**src/rtl/anton_neopixel_stream_seq_pkg.sv**
```systemverilog
// ============================================================================
// Module   : anton_neopixel_stream_seq_pkg
// Brief    : Shared defaults, state encoding and helpers for the NeoPixel
//            stream sequencer.
// Revision : 1.0 - initial release
// ============================================================================
`default_nettype none

package anton_neopixel_stream_seq_pkg;

    localparam int BUFFER_END_DEFAULT    = 255;
    localparam int RESET_DELAY_DEFAULT   = 320;
    localparam int PATTERN_STEPS_DEFAULT = 8;
    localparam int BITS_RGB              = 24;
    localparam int BITS_RGBW             = 32;

    typedef enum logic [1:0] {
        ST_IDLE     = 2'd0,
        ST_TRANSMIT = 2'd1,
        ST_RESET    = 2'd2,
        ST_DONE     = 2'd3
    } stream_state_e;

    function automatic logic [4:0] last_bit(input logic rgbw);
        return rgbw ? 5'(BITS_RGBW - 1) : 5'(BITS_RGB - 1);
    endfunction

endpackage

`default_nettype wire

```
**src/rtl/anton_neopixel_stream_seq_reset_timer.sv**
```systemverilog
// ============================================================================
// Module   : anton_neopixel_reset_timer
// Brief    : Reset-gap counter with programmable delay and sync pulse.
// Revision : 1.0 - initial release
// ============================================================================
`default_nettype none

module anton_neopixel_reset_timer #(
    parameter int RESET_DELAY = 320
) (
    input  logic        clk,
    input  logic        rst,
    input  logic        clear_i,
    input  logic        in_reset_i,
    input  logic        count_en_i,
    input  logic        advance_i,
    input  logic [11:0] reset_delay_i,
    output logic        sync_o
);

    logic [11:0] count_q;
    logic [11:0] count_d;
    logic [11:0] delay;

    assign delay  = (reset_delay_i == 12'd0) ? 12'(RESET_DELAY) : reset_delay_i;
    assign sync_o = in_reset_i && (count_q == delay);

    // The gap completes and restarts on the same edge the FSM leaves RESET.
    always_comb begin
        count_d = count_q;
        if (clear_i) begin
            count_d = 12'd0;
        end else if (sync_o && advance_i) begin
            count_d = 12'd0;
        end else if (count_en_i) begin
            count_d = count_q + 12'd1;
        end
    end

    always_ff @(posedge clk or posedge rst) begin
        if (rst) begin
            count_q <= 12'd0;
        end else begin
            count_q <= count_d;
        end
    end

endmodule

`default_nettype wire

```
**src/rtl/anton_neopixel_stream_seq.sv**
```systemverilog
// ============================================================================
// Module   : anton_neopixel_stream_seq
// Brief    : NeoPixel stream sequencer: sub-bit/bit/pixel indices and
//            transmit/reset framing for one LED chain.
// Revision : 1.0 - initial release
// ============================================================================
`default_nettype none

module anton_neopixel_stream_seq
    import anton_neopixel_stream_seq_pkg::*;
#(
    parameter int  BUFFER_END    = BUFFER_END_DEFAULT,
    parameter int  RESET_DELAY   = RESET_DELAY_DEFAULT,
    parameter int  PATTERN_STEPS = PATTERN_STEPS_DEFAULT,
    localparam int BUFFER_BITS   = $clog2(BUFFER_END + 1),
    localparam int PATTERN_BITS  = $clog2(PATTERN_STEPS)
) (
    input  logic                    clk6_4mhz,
    input  logic                    rst,
    input  logic                    regCtrlInit,
    input  logic                    regCtrlRun,
    input  logic                    regCtrlLoop,
    input  logic                    regCtrlLimit,
    input  logic                    regCtrl32bit,
    input  logic                    regCtrlRgbw,
    input  logic [12:0]             regMax,
    input  logic [11:0]             regResetDelay,
    input  logic                    initSlow,
    output logic                    initSlowDone,
    output logic [PATTERN_BITS-1:0] bitPatternIndex,
    output logic [4:0]              pixelBitIndex,
    output logic [BUFFER_BITS-1:0]  pixelIndex,
    output logic [BUFFER_BITS-1:0]  pixelIndexMax,
    output logic [1:0]              state,
    output logic                    streamOutput,
    output logic                    streamReset,
    output logic                    streamBitOf,
    output logic                    streamPixelOf,
    output logic                    streamSyncOf,
    output logic                    streamDone
);

    stream_state_e           state_q, state_d;
    logic [PATTERN_BITS-1:0] pat_q, pat_d;
    logic [4:0]              bit_q, bit_d;
    logic [BUFFER_BITS-1:0]  pix_q, pix_d;
    logic                    done_q, done_d;

    logic                    active;
    logic                    pat_of;
    logic                    last_px;
    logic                    sync_of;
    logic [4:0]              last_bit_w;
    logic [BUFFER_BITS-1:0]  equiv;
    logic [BUFFER_BITS-1:0]  step;

    assign active        = !regCtrlInit && regCtrlRun;
    assign streamOutput  = active && (state_q == ST_TRANSMIT);
    assign streamReset   = active && (state_q == ST_RESET);
    assign streamDone    = (state_q == ST_DONE);
    assign streamSyncOf  = sync_of;
    assign state         = state_q;

    assign pat_of        = streamOutput && (pat_q == PATTERN_BITS'(PATTERN_STEPS - 1));
    assign last_bit_w    = last_bit(regCtrlRgbw);
    assign streamBitOf   = pat_of && (bit_q == last_bit_w);

    // Word-aligned pixels compare their last byte against the limit.
    assign equiv         = regCtrl32bit ? {pix_q[BUFFER_BITS-1:2], 2'b11} : pix_q;
    assign pixelIndexMax = regCtrlLimit ? regMax[BUFFER_BITS-1:0] : BUFFER_BITS'(BUFFER_END);
    assign last_px       = equiv >= pixelIndexMax;
    assign streamPixelOf = streamBitOf && last_px;
    assign step          = regCtrl32bit ? BUFFER_BITS'(4) : BUFFER_BITS'(1);

    assign bitPatternIndex = pat_q;
    assign pixelBitIndex   = bit_q;
    assign pixelIndex      = pix_q;
    assign initSlowDone    = done_q;

    if (BUFFER_BITS < 13) begin : g_regmax_unused
        logic unused_regmax;
        assign unused_regmax = ^regMax[12:BUFFER_BITS];
    end

    anton_neopixel_reset_timer #(
        .RESET_DELAY (RESET_DELAY)
    ) u_reset_timer (
        .clk           (clk6_4mhz),
        .rst           (rst),
        .clear_i       (regCtrlInit),
        .in_reset_i    (state_q == ST_RESET),
        .count_en_i    (streamReset),
        .advance_i     (active),
        .reset_delay_i (regResetDelay),
        .sync_o        (sync_of)
    );

    always_comb begin
        state_d = state_q;
        if (regCtrlInit) begin
            state_d = ST_IDLE;
        end else begin
            case (state_q)
                ST_IDLE:     if (active) state_d = ST_TRANSMIT;
                ST_TRANSMIT: if (streamPixelOf) state_d = ST_RESET;
                ST_RESET:    if (sync_of && active) state_d = regCtrlLoop ? ST_TRANSMIT : ST_DONE;
                ST_DONE:     if (!regCtrlRun) state_d = ST_IDLE;
                default:     state_d = ST_IDLE;
            endcase
        end
    end

    // An out-of-range bit index (mid-frame RGBW change) still wraps at 31.
    always_comb begin
        pat_d  = pat_q;
        bit_d  = bit_q;
        pix_d  = pix_q;
        done_d = 1'b0;
        if (initSlow) begin
            pat_d  = '0;
            bit_d  = '0;
            pix_d  = '0;
            done_d = !done_q;
        end else begin
            if (streamOutput) pat_d = pat_q + PATTERN_BITS'(1);
            if (pat_of)       bit_d = (bit_q == last_bit_w) ? 5'd0 : bit_q + 5'd1;
            if (streamBitOf)  pix_d = last_px ? '0 : pix_q + step;
        end
    end

    always_ff @(posedge clk6_4mhz or posedge rst) begin
        if (rst) begin
            state_q <= ST_IDLE;
            pat_q   <= '0;
            bit_q   <= '0;
            pix_q   <= '0;
            done_q  <= 1'b0;
        end else begin
            state_q <= state_d;
            pat_q   <= pat_d;
            bit_q   <= bit_d;
            pix_q   <= pix_d;
            done_q  <= done_d;
        end
    end

endmodule

`default_nettype wire

```
**config.mk**
```make
export PLATFORM = sky130hd
export DESIGN_NAME = anton_neopixel_stream_seq
export DESIGN_NICKNAME = d
export VERILOG_FILES = /design/src/rtl/anton_neopixel_stream_seq_pkg.sv /design/src/rtl/anton_neopixel_stream_seq_reset_timer.sv /design/src/rtl/anton_neopixel_stream_seq.sv
export SDC_FILE = /design/constraint.sdc
export NUM_CORES = 1
export LEC_CHECK = 0
export CAP_MARGIN = 25
export CELL_PAD_IN_SITES_DETAIL_PLACEMENT = 0
export CELL_PAD_IN_SITES_GLOBAL_PLACEMENT = 1
export CORE_MARGIN = 2
export CORE_UTILIZATION = 37
export DETAILED_ROUTE_END_ITERATION = 7
export PLACE_DENSITY_LB_ADDON = 0.1
export SYNTH_ARGS = -nofsm -noshare
export SYNTH_HDL_FRONTEND = slang
export SYNTH_SLANG_ARGS = --single-unit
```
**constraint.sdc**
```tcl
create_clock -name clk6_4mhz -period 4.35 [get_ports clk6_4mhz]
set_input_delay 0.435 -clock clk6_4mhz [delete_from_list [all_inputs] [get_ports clk6_4mhz]]
set_output_delay 0.435 -clock clk6_4mhz [all_outputs]
set_load 0.005 [all_outputs]
```
# Word level (Yosys, flattened, before mapping)
# Cells that the tools add are included.
# totals
elab_cells	62
regBits	31
input_bits	34
out_inout_bits	33
# classes
addsub	4
n_mux	24
eq_ne	10
reduce_logical	17
order_cmp	1
# op_table
cell	count
12-bit two-way mux	4
8-bit two-way mux	4
5-bit two-way mux	3
2-bit two-way mux	7
12-bit by 1-bit adder with 12-bit output (second input constant)	1
12-bit equality test	1
12-bit zero test	1
3-bit inequality test (second input constant)	4
3-bit two-way mux	3
8-bit by 3-bit adder with 8-bit output	1
8-bit greater-or-equal comparator	1
1-bit logical AND	8
2-bit case mux with 4 select lines	1
2-bit nonzero test	3
5-bit by 1-bit adder with 5-bit output (second input constant)	1
5-bit equality test	1
2-bit equality test (second input constant)	2
4-bit two-way mux	1
4-bit AND reduction	1
3-bit by 1-bit adder with 3-bit output (second input constant)	1
3-bit equality test (second input constant)	1
3-bit nonzero test	1
2-bit by 1-bit equality test with 1-bit output (second input constant)	1
1-bit zero test	2
other kinds (2)	2

# Logic depth before layout (Yosys ltp)
# Gate-level depths: netlist of the first run.
# depth
depth_word	9
mapped_depth	9
depth_no_buf	9

# By module
# From an unflattened synthesis of the first run, not the netlist that was laid out.
# hier_totals
hier_cells	249
area_unflattened_um2	2334.7
# modules_own_cells
mod	n_inst	cells_per_inst	area_each_um2
anton_neopixel_stream_seq	1	159	1397.6
anton_neopixel_reset_timer	1	90	937.1

# Worst setup path after synthesis of the first run
# OpenSTA, ideal clock, no wires.
# synth_timing
kind	input port to output port
from	input port regCtrl32bit
to	output port streamPixelOf
path_stages	7
setup_slack_ns	2.171
path_buffers	0
t_arrival_ns	1.744
t_required_ns	3.915
cell_sequence	inv_1 ha_1 ha_1 nand2b_1 a211oi_1 o221a_2 nor4_2
# synth_between
elab_chain_cells	3
# synth_lines
item	line	source
from (decl)	anton_neopixel_stream_seq.sv:24	input logic regCtrl32bit,
2-bit two-way mux	anton_neopixel_stream_seq.sv:69	assign equiv = regCtrl32bit ? {pix_q[BUFFER_BITS-1:2], 2'b11} : pix_q;
8-bit greater-or-equal comparator	anton_neopixel_stream_seq.sv:71	assign last_px = equiv >= pixelIndexMax;
1-bit logical AND	anton_neopixel_stream_seq.sv:72	assign streamPixelOf = streamBitOf && last_px;
to (decl)	anton_neopixel_stream_seq.sv:38	output logic streamPixelOf,
# Every way passes these cells.

# Final worst setup path of the first run
# Ends and elaborated chain as after synthesis.

==> results of run 1 <==
-- path summary, 6_finish.rpt --
kind / end / slack, ns / cells past startpoint
max reg2reg: pixelIndex[4] / 1.95 / 7
max in group asynchronous: u_reset_timer.count_q[4] / 3.23 / 3
min reg2reg: initSlowDone / 0.42 / 1
min in group asynchronous: initSlowDone / 0.48 / 2
max: streamPixelOf / 1.06 / 10
min: initSlowDone / 0.42 / 1
-- power by group --
part	internal (uW)	total (uW)	switching (uW)	leakage [uW]
sequential	290	292	1.84	0.000430
combinational	46.6	80.6	34.0	0.000748
clock	124	227	103	0.0000470
total	461	599	139	0.00123
-- flip-flops by register name, summed over array words and instances (netlist names) --
| register | count |
|---|---|
| bitPatternIndex | 3 |
| initSlowDone | 1 |
| pixelBitIndex | 5 |
| pixelIndex | 8 |
| state | 2 |
| u_reset_timer.count_q | 12 |
-- synth_stat cells (all sizes together) (3+ instances only) --
| master | count | area [um^2] |
|---|---|---|
| xnor2 | 10 | 87.6 |
| and2 | 3 | 18.8 |
| nor4 | 8 | 90.1 |
| a21oi | 6 | 30.0 |
| nand2 | 14 | 55.1 |
| nand4 | 3 | 18.8 |
| nand2b | 7 | 43.8 |
| ha | 16 | 200 |
| nor2 | 16 | 60.1 |
| nand3 | 9 | 45.0 |
| dfrtp | 31 | 776 |
| nor2b | 12 | 75.1 |
| xor2 | 18 | 158 |
| and3 | 4 | 30.0 |
| o21ai | 9 | 45.0 |
| inv | 16 | 60.1 |
| buf | 4 | 31.3 |
| nor3 | 16 | 80.1 |
-- cells by family (layout without fill, tap and decap cells) --
| logic type | count (synthesis) | in the layout | synth area share, % |
|---|---|---|---|
| buf+inv | 22 | 87 | 4.66 |
| fa+ha+maj | 16 | 16 | 9.43 |
| compound gates | 31 | 31 | 9.55 |
| simple gates | 99 | 99 | 27.3 |
| flops | 31 | 31 | 36.6 |
| mux | 2 | 2 | 0.943 |
| xor+xnor | 28 | 28 | 11.6 |
-- per-layer routing --
| layer | part of all wire (%) | vias up | GRT usage [%] | wire [um] |
|---|---|---|---|---|
| li1 | - | 934 | - | - |
| met2 | 46 | 53 | 25.7 | 2140 |
| met5 | 0 | - | 0 | 0 |
| met4 | 1.8 | 0 | 6.10 | 82 |
| met3 | 5.6 | 8 | 4.19 | 258 |
| met1 | 46 | 862 | 20.1 | 2140 |
-- stage by stage --
stage          area [um^2]  worst slack [ns]  util [%]  hold slack, ns  total power, uW
2_1_floorplan         2120              2.17         -           0.427              329
3_3_place_gp          2810              1.07      51.0           0.433              380
3_5_place_dp          2810              1.05      51.0           0.417              380
4_1_cts               2890              1.03      52.6           0.427              612
5_1_grt               2890             0.892      52.6           0.459              632
6_report              2890              1.06      52.6           0.424              599
-- cell type report --
cell class	count	area (um^2)
clock buffer	6	82.6
clock inverter	1	5.00
fill	533	2610
inverter	16	60.1
multi-input combinational	176	1250
sequential	31	776
tap	72	90.1
timing repair buffer	64	633
-- worst register-to-register path, delay by kind of cell (launching register included) --
kind | cells | cell delay (ns)
AO/OA/AOI/OAI | 5 | 1.30
adder cells (fa/ha/maj) | 1 | 0.27
flip-flops | 1 | 0.43
AND/OR/NAND/NOR | 1 | 0.32
==> results.sh, run 1 <==
export IMPL_outcome="finished, final reports clean"
export IMPL_synth_warning_count=0
export IMPL_rr_startpoint="pixelIndex[1]"
export IMPL_post_cts_setup_buffers=0
export IMPL_die_h_um=79.7
export IMPL_initial_utilization_pct=38.5
export IMPL_die_area_um2=6360
export IMPL_fin_nets=344
export IMPL_cts_repair_resized=0
export IMPL_maxCapViolCount=0
export IMPL_track_usage_pct=15.8
export IMPL_dp_hpwl_mm=3.61
export IMPL_clk_path_buf_depth=2
export IMPL_hold_viol_final=0
export IMPL_setup_viol=0
export IMPL_min_path_type="reg -> reg"
export IMPL_worstHoldStart="initSlowDone"
export IMPL_slowest_stage="clkdlybuf4s50_1"
export IMPL_synthFlopType="dfrtp_1"
export IMPL_finalWirelength_mm=4.63
export IMPL_finalNonFillerCells=366
export IMPL_fin_crit_ns=3.29
export IMPL_crit_path_max_fanout=6
export IMPL_ant_nets=0
export IMPL_path_class="in -> out"
export IMPL_cp_data_arrival_time_ns=2.86
export IMPL_first_global_vias=1731
export IMPL_port_buffers=61
export IMPL_critPathTopFamily="buffers and inverters"
export IMPL_critPathMaxStageDelay_ns=0.51
export IMPL_crit_chain="clkdlybuf4s50_1 > inv_1 > ha_1 > ha_1 > nand2b_1 > a211oi_1 > o221a_2 > nor4_2 > buf_4 > clkdlybuf4s50_1"
export IMPL_finalCritPeriodShare_pct=75.7
export IMPL_slew_headroom_pct=52.1
export IMPL_ctsHoldBuffers=0
export IMPL_wl_per_cell_um=12.6
export IMPL_via_per_inst=5.07
export IMPL_finClkSkew_ns=0.00180
export IMPL_grt_overflow=0
export IMPL_final_layout_size_suffix_gt1_share_pct=6.80
export IMPL_clock_fmax_mhz=304
export IMPL_fp_dieW_um=79.7
export IMPL_std_cell_rows=27
export IMPL_critical_path_startpoint="regCtrl32bit"
export IMPL_final_cell_mix="61 x clkdlybuf4s50_1, 31 x dfrtp_1, 18 x xor2_1"
export IMPL_vias=1857
export IMPL_path_clk_slew_ns=0.06
export IMPL_p_leak_uw=0.00123
export IMPL_startpoint_type="input pin"
export IMPL_area_growth_pct=36.4
export IMPL_synthesis_nets=279
export IMPL_drtIter0Drc=58
export IMPL_final_common_cell="clkdlybuf4s50_1"
export IMPL_clk_latency_ns=0.28
export IMPL_finalWeightedCongestion=0.736
export IMPL_worstPathRequired_ns=3.91
export IMPL_seq_area_frac_synth_pct=36.6
export IMPL_ys_seq_elements=31
export IMPL_worst_pin_slew_ns=0.711
export IMPL_num_antenna_cells=0
export IMPL_dp_cells=359
export IMPL_clock_root_buffer="clkbuf_8"
export IMPL_cp_end_kind="output pin"
export IMPL_grt_max_degree=20
export IMPL_synth_enable_flop_cells=0
export IMPL_firstDrtPassIters=4
export IMPL_ir_drop_uv=109
export IMPL_drc=0
export IMPL_antenna_found_initial=0
export IMPL_cp_buffers_inverters=4
export IMPL_synthCells=229
export IMPL_async_reset_ff_share_pct=100
export IMPL_setup_tns_ns=0
export IMPL_rsz0062_at_grt="false"
export IMPL_p_per_area_nw_per_um2=207
export IMPL_cts_tree="built"
export IMPL_htree_levels=2
export IMPL_ys_types=45
export IMPL_syn_area_um2=2120
export IMPL_cts_sinks=31
export IMPL_core_area_um2=5510
export IMPL_syn_area_per_cell_um2=9.27
export IMPL_finalMaxSlewViolations=0
export IMPL_ios=67
export IMPL_grt_pass1_wl_mm=7.97
export IMPL_cts_buffers=5
Power figures use the tool's default switching activity.
==> inputs of run 2 (changes only) <==
--- a/config.mk
+++ b/config.mk
@@ -9,7 +9,7 @@
 export CELL_PAD_IN_SITES_DETAIL_PLACEMENT = 0
 export CELL_PAD_IN_SITES_GLOBAL_PLACEMENT = 1
 export CORE_MARGIN = 2
-export CORE_UTILIZATION = 37
+export CORE_UTILIZATION = 31
 export DETAILED_ROUTE_END_ITERATION = 7
 export PLACE_DENSITY_LB_ADDON = 0.1
 export SYNTH_ARGS = -nofsm -noshare
==> constraint.sdc (replaced) <==
create_clock -name clk6_4mhz -period 2.65 [get_ports clk6_4mhz]
set_input_delay 0.265 -clock clk6_4mhz [delete_from_list [all_inputs] [get_ports clk6_4mhz]]
set_output_delay 0.265 -clock clk6_4mhz [all_outputs]
set_load 0.005 [all_outputs]
==> run 2 against run 1 <==
Net effect: non-clock buffer count rose by 15; routed wire length rose by 9.6%; first-iteration DRC count shrank 12%; sequential cell count unchanged; global-route usage fell by 1.3 points; critical path depth shrank 1; hold slack got worse by 0.063 ns; core utilization is 7.1 points lower; combinational power rose by 76%; clock power rose by 110%; largest cell class unchanged.
==> results.sh, run 2 (same netlist as run 1, synthesis figures left out) <==
export IMPL_p_sw_uw=242
export IMPL_internal_power_uw=863
export IMPL_cpMostUsedCell="ha_1"
export IMPL_rsz0062_at_grt="false"
export IMPL_die_h_um=86.7
export IMPL_cts_sinks=31
export IMPL_grt_max_degree=32
export IMPL_core_area_um2=6720
export IMPL_slowest_stage="clkdlybuf4s50_1"
export IMPL_crit_path_max_fanout=3
export IMPL_utilization_pct=45.5
export IMPL_worst_pin_slew_ns=0.447
export IMPL_clock_fmax_mhz=400
export IMPL_finalWeightedCongestion=0.748
export IMPL_fp_dieW_um=86.7
export IMPL_maxCapViolCount=0
export IMPL_slew_headroom_pct=69.9
export IMPL_drc=0
export IMPL_p_leak_uw=0.00134
export IMPL_clk_path_buf_depth=2
export IMPL_dp_cells=382
export IMPL_finalWirelength_mm=5.07
export IMPL_startpoint_type="input pin"
export IMPL_htree_levels=2
export IMPL_die_area_um2=7520
export IMPL_finalNonFillerCells=390
export IMPL_fin_crit_ns=2.50
export IMPL_cts_tree="built"
export IMPL_max_flop_register="u_reset_timer.count_q"
export IMPL_clkPwrFrac_pct=43.9
export IMPL_fin_nets=359
export IMPL_wl_per_cell_um=13.0
export IMPL_cts_buffers=5
export IMPL_dp_hpwl_mm=4.00
export IMPL_outcome="finished, final reports clean"
export IMPL_final_layout_size_suffix_gt1_share_pct=11.9
export IMPL_area_growth_pct=44.0
export IMPL_min_path_type="in -> async"
export IMPL_cp_data_arrival_time_ns=2.24
export IMPL_sequentialPowerShare_pct=43.2
export IMPL_track_usage_pct=14.5
export IMPL_first_global_vias=1859
export IMPL_ir_drop_uv=239
export IMPL_worstPathRequired_ns=2.38
export IMPL_ios=67
export IMPL_clk_latency_ns=0.28
export IMPL_drtIter0Drc=51
export IMPL_final_cell_mix="59 x clkdlybuf4s50_1, 31 x dfrtp_1, 18 x xor2_1, 18 x buf_4"
export IMPL_finalMaxSlewViolations=0
export IMPL_firstDrtPassIters=4
export IMPL_ant_nets=0
export IMPL_path_class="in -> out"
export IMPL_hold_viol_final=0
export IMPL_p_comb_share_pct=12.9
export IMPL_vias=1885
export IMPL_initial_utilization_pct=31.6
export IMPL_final_common_cell="clkdlybuf4s50_1"
export IMPL_finalCritPeriodShare_pct=94.4
export IMPL_path_clk_slew_ns=0.07
export IMPL_port_buffers=61
export IMPL_num_antenna_cells=0
export IMPL_worst_r2r_cell_count=10
export IMPL_clock_root_buffer="clkbuf_8"
export IMPL_largest_register_ffs=12
export IMPL_critPathTopFamily="buffers and inverters"
export IMPL_ctsHoldBuffers=0
export IMPL_via_per_inst=4.83
export IMPL_finClkSkew_ns=0.00744
export IMPL_grt_pass1_wl_mm=8.70
export IMPL_grt_overflow=0
export IMPL_post_cts_setup_buffers=0
export IMPL_fin_hold_ws_ns=0.361
export IMPL_antenna_found_initial=0
export IMPL_p_per_area_nw_per_um2=362
export IMPL_critPathMaxStageDelay_ns=0.49
export IMPL_cp_buffers_inverters=3
export IMPL_crit_chain="clkdlybuf4s50_1 > inv_1 > ha_1 > ha_1 > nand2b_1 > a211oi_1 > o221a_2 > nor4_2 > clkdlybuf4s15_1"
export IMPL_swShare_pct=21.9
export IMPL_cp_depth=9
export IMPL_cp_end_kind="output pin"
export IMPL_setup_viol=0
export IMPL_setup_tns_ns=0
export IMPL_total_power_uw=1110
export IMPL_std_cell_rows=30
-- run 2: changes by cell type in the layout (fill, tap and decap cells not counted) --
cell / previous run / this run
clkdlybuf4s15_1: 0 / 1
bufinv_16: 0 / 1
clkdlybuf4s50_1: 61 / 59
buf_4: 3 / 18
nor4_2: 4 / 5
nor4_1: 3 / 2
dlymetal6s2s_1: 0 / 1
-- run 2: timing repair --
item	CTS	global route
pin swaps	0	3
setup endpoints to repair	1	2
resized for setup	1	3
-- run 2: worst paths after layout --
check                                    from          endpoint  slack [ns]
worst max register to register  pixelIndex[0]     pixelIndex[4]        0.40
max in group asynchronous                 rst     pixelIndex[4]        1.99
worst min register to register   initSlowDone      initSlowDone        0.42
worst min-delay path                      rst  pixelBitIndex[3]        0.36
min in group clk6_4mhz           initSlowDone      initSlowDone        0.42
worst max-delay path             regCtrl32bit     streamPixelOf        0.15
-- run 2: per-stage QoR --
step	cell area, um^2	setup WS, ns
3_3_place_gp	2930	-0.148
4_1_cts	3050	0.0297
3_5_place_dp	2930	-0.184
6_report	3060	0.148
2_1_floorplan	2120	0.558
5_1_grt	3060	0.00816
-- run 2: per-layer routing --
metal  part of all wire [%]  wire, um  vias up  GRT usage [%]
met5                      0         0        -              0
met4                    1.3        65        0           3.84
met3                    3.9       200        5           3.24
met2                     48      2450       40           24.8
met1                     46      2360      877           18.5
li1                       -         -      963              -
-- run 2: cell type report --
type / count / area, um^2
Clock buffer: 6 / 82.6
Clock inverter: 2 / 35.0
Fill cell: 678 / 3660
Inverter: 16 / 60.1
Multi-Input combinational cell: 176 / 1250
Sequential cell: 31 / 776
Tap cell: 80 / 100
Timing Repair Buffer: 79 / 748
-- run 2: worst reg2reg max path, stage by stage, from the launching register on --
cell      delay (ns)
dfrtp_1         0.39
inv_1           0.06
ha_1            0.18
ha_1            0.27
nand2b_1        0.09
a211oi_1        0.07
o221a_2         0.29
o21ai_0         0.39
buf_4           0.21
nor2b_1         0.04
o21a_1          0.16
-- run 2: power by group through the flow --
stage               clock (uW)  sequential (uW)  combinational, uW
finish                     485              478                142
global route               521              478                158
CTS                        507              478                145
detailed placement           0              487                145
global placement             0              487                146
floorplan                    0              488               53.1
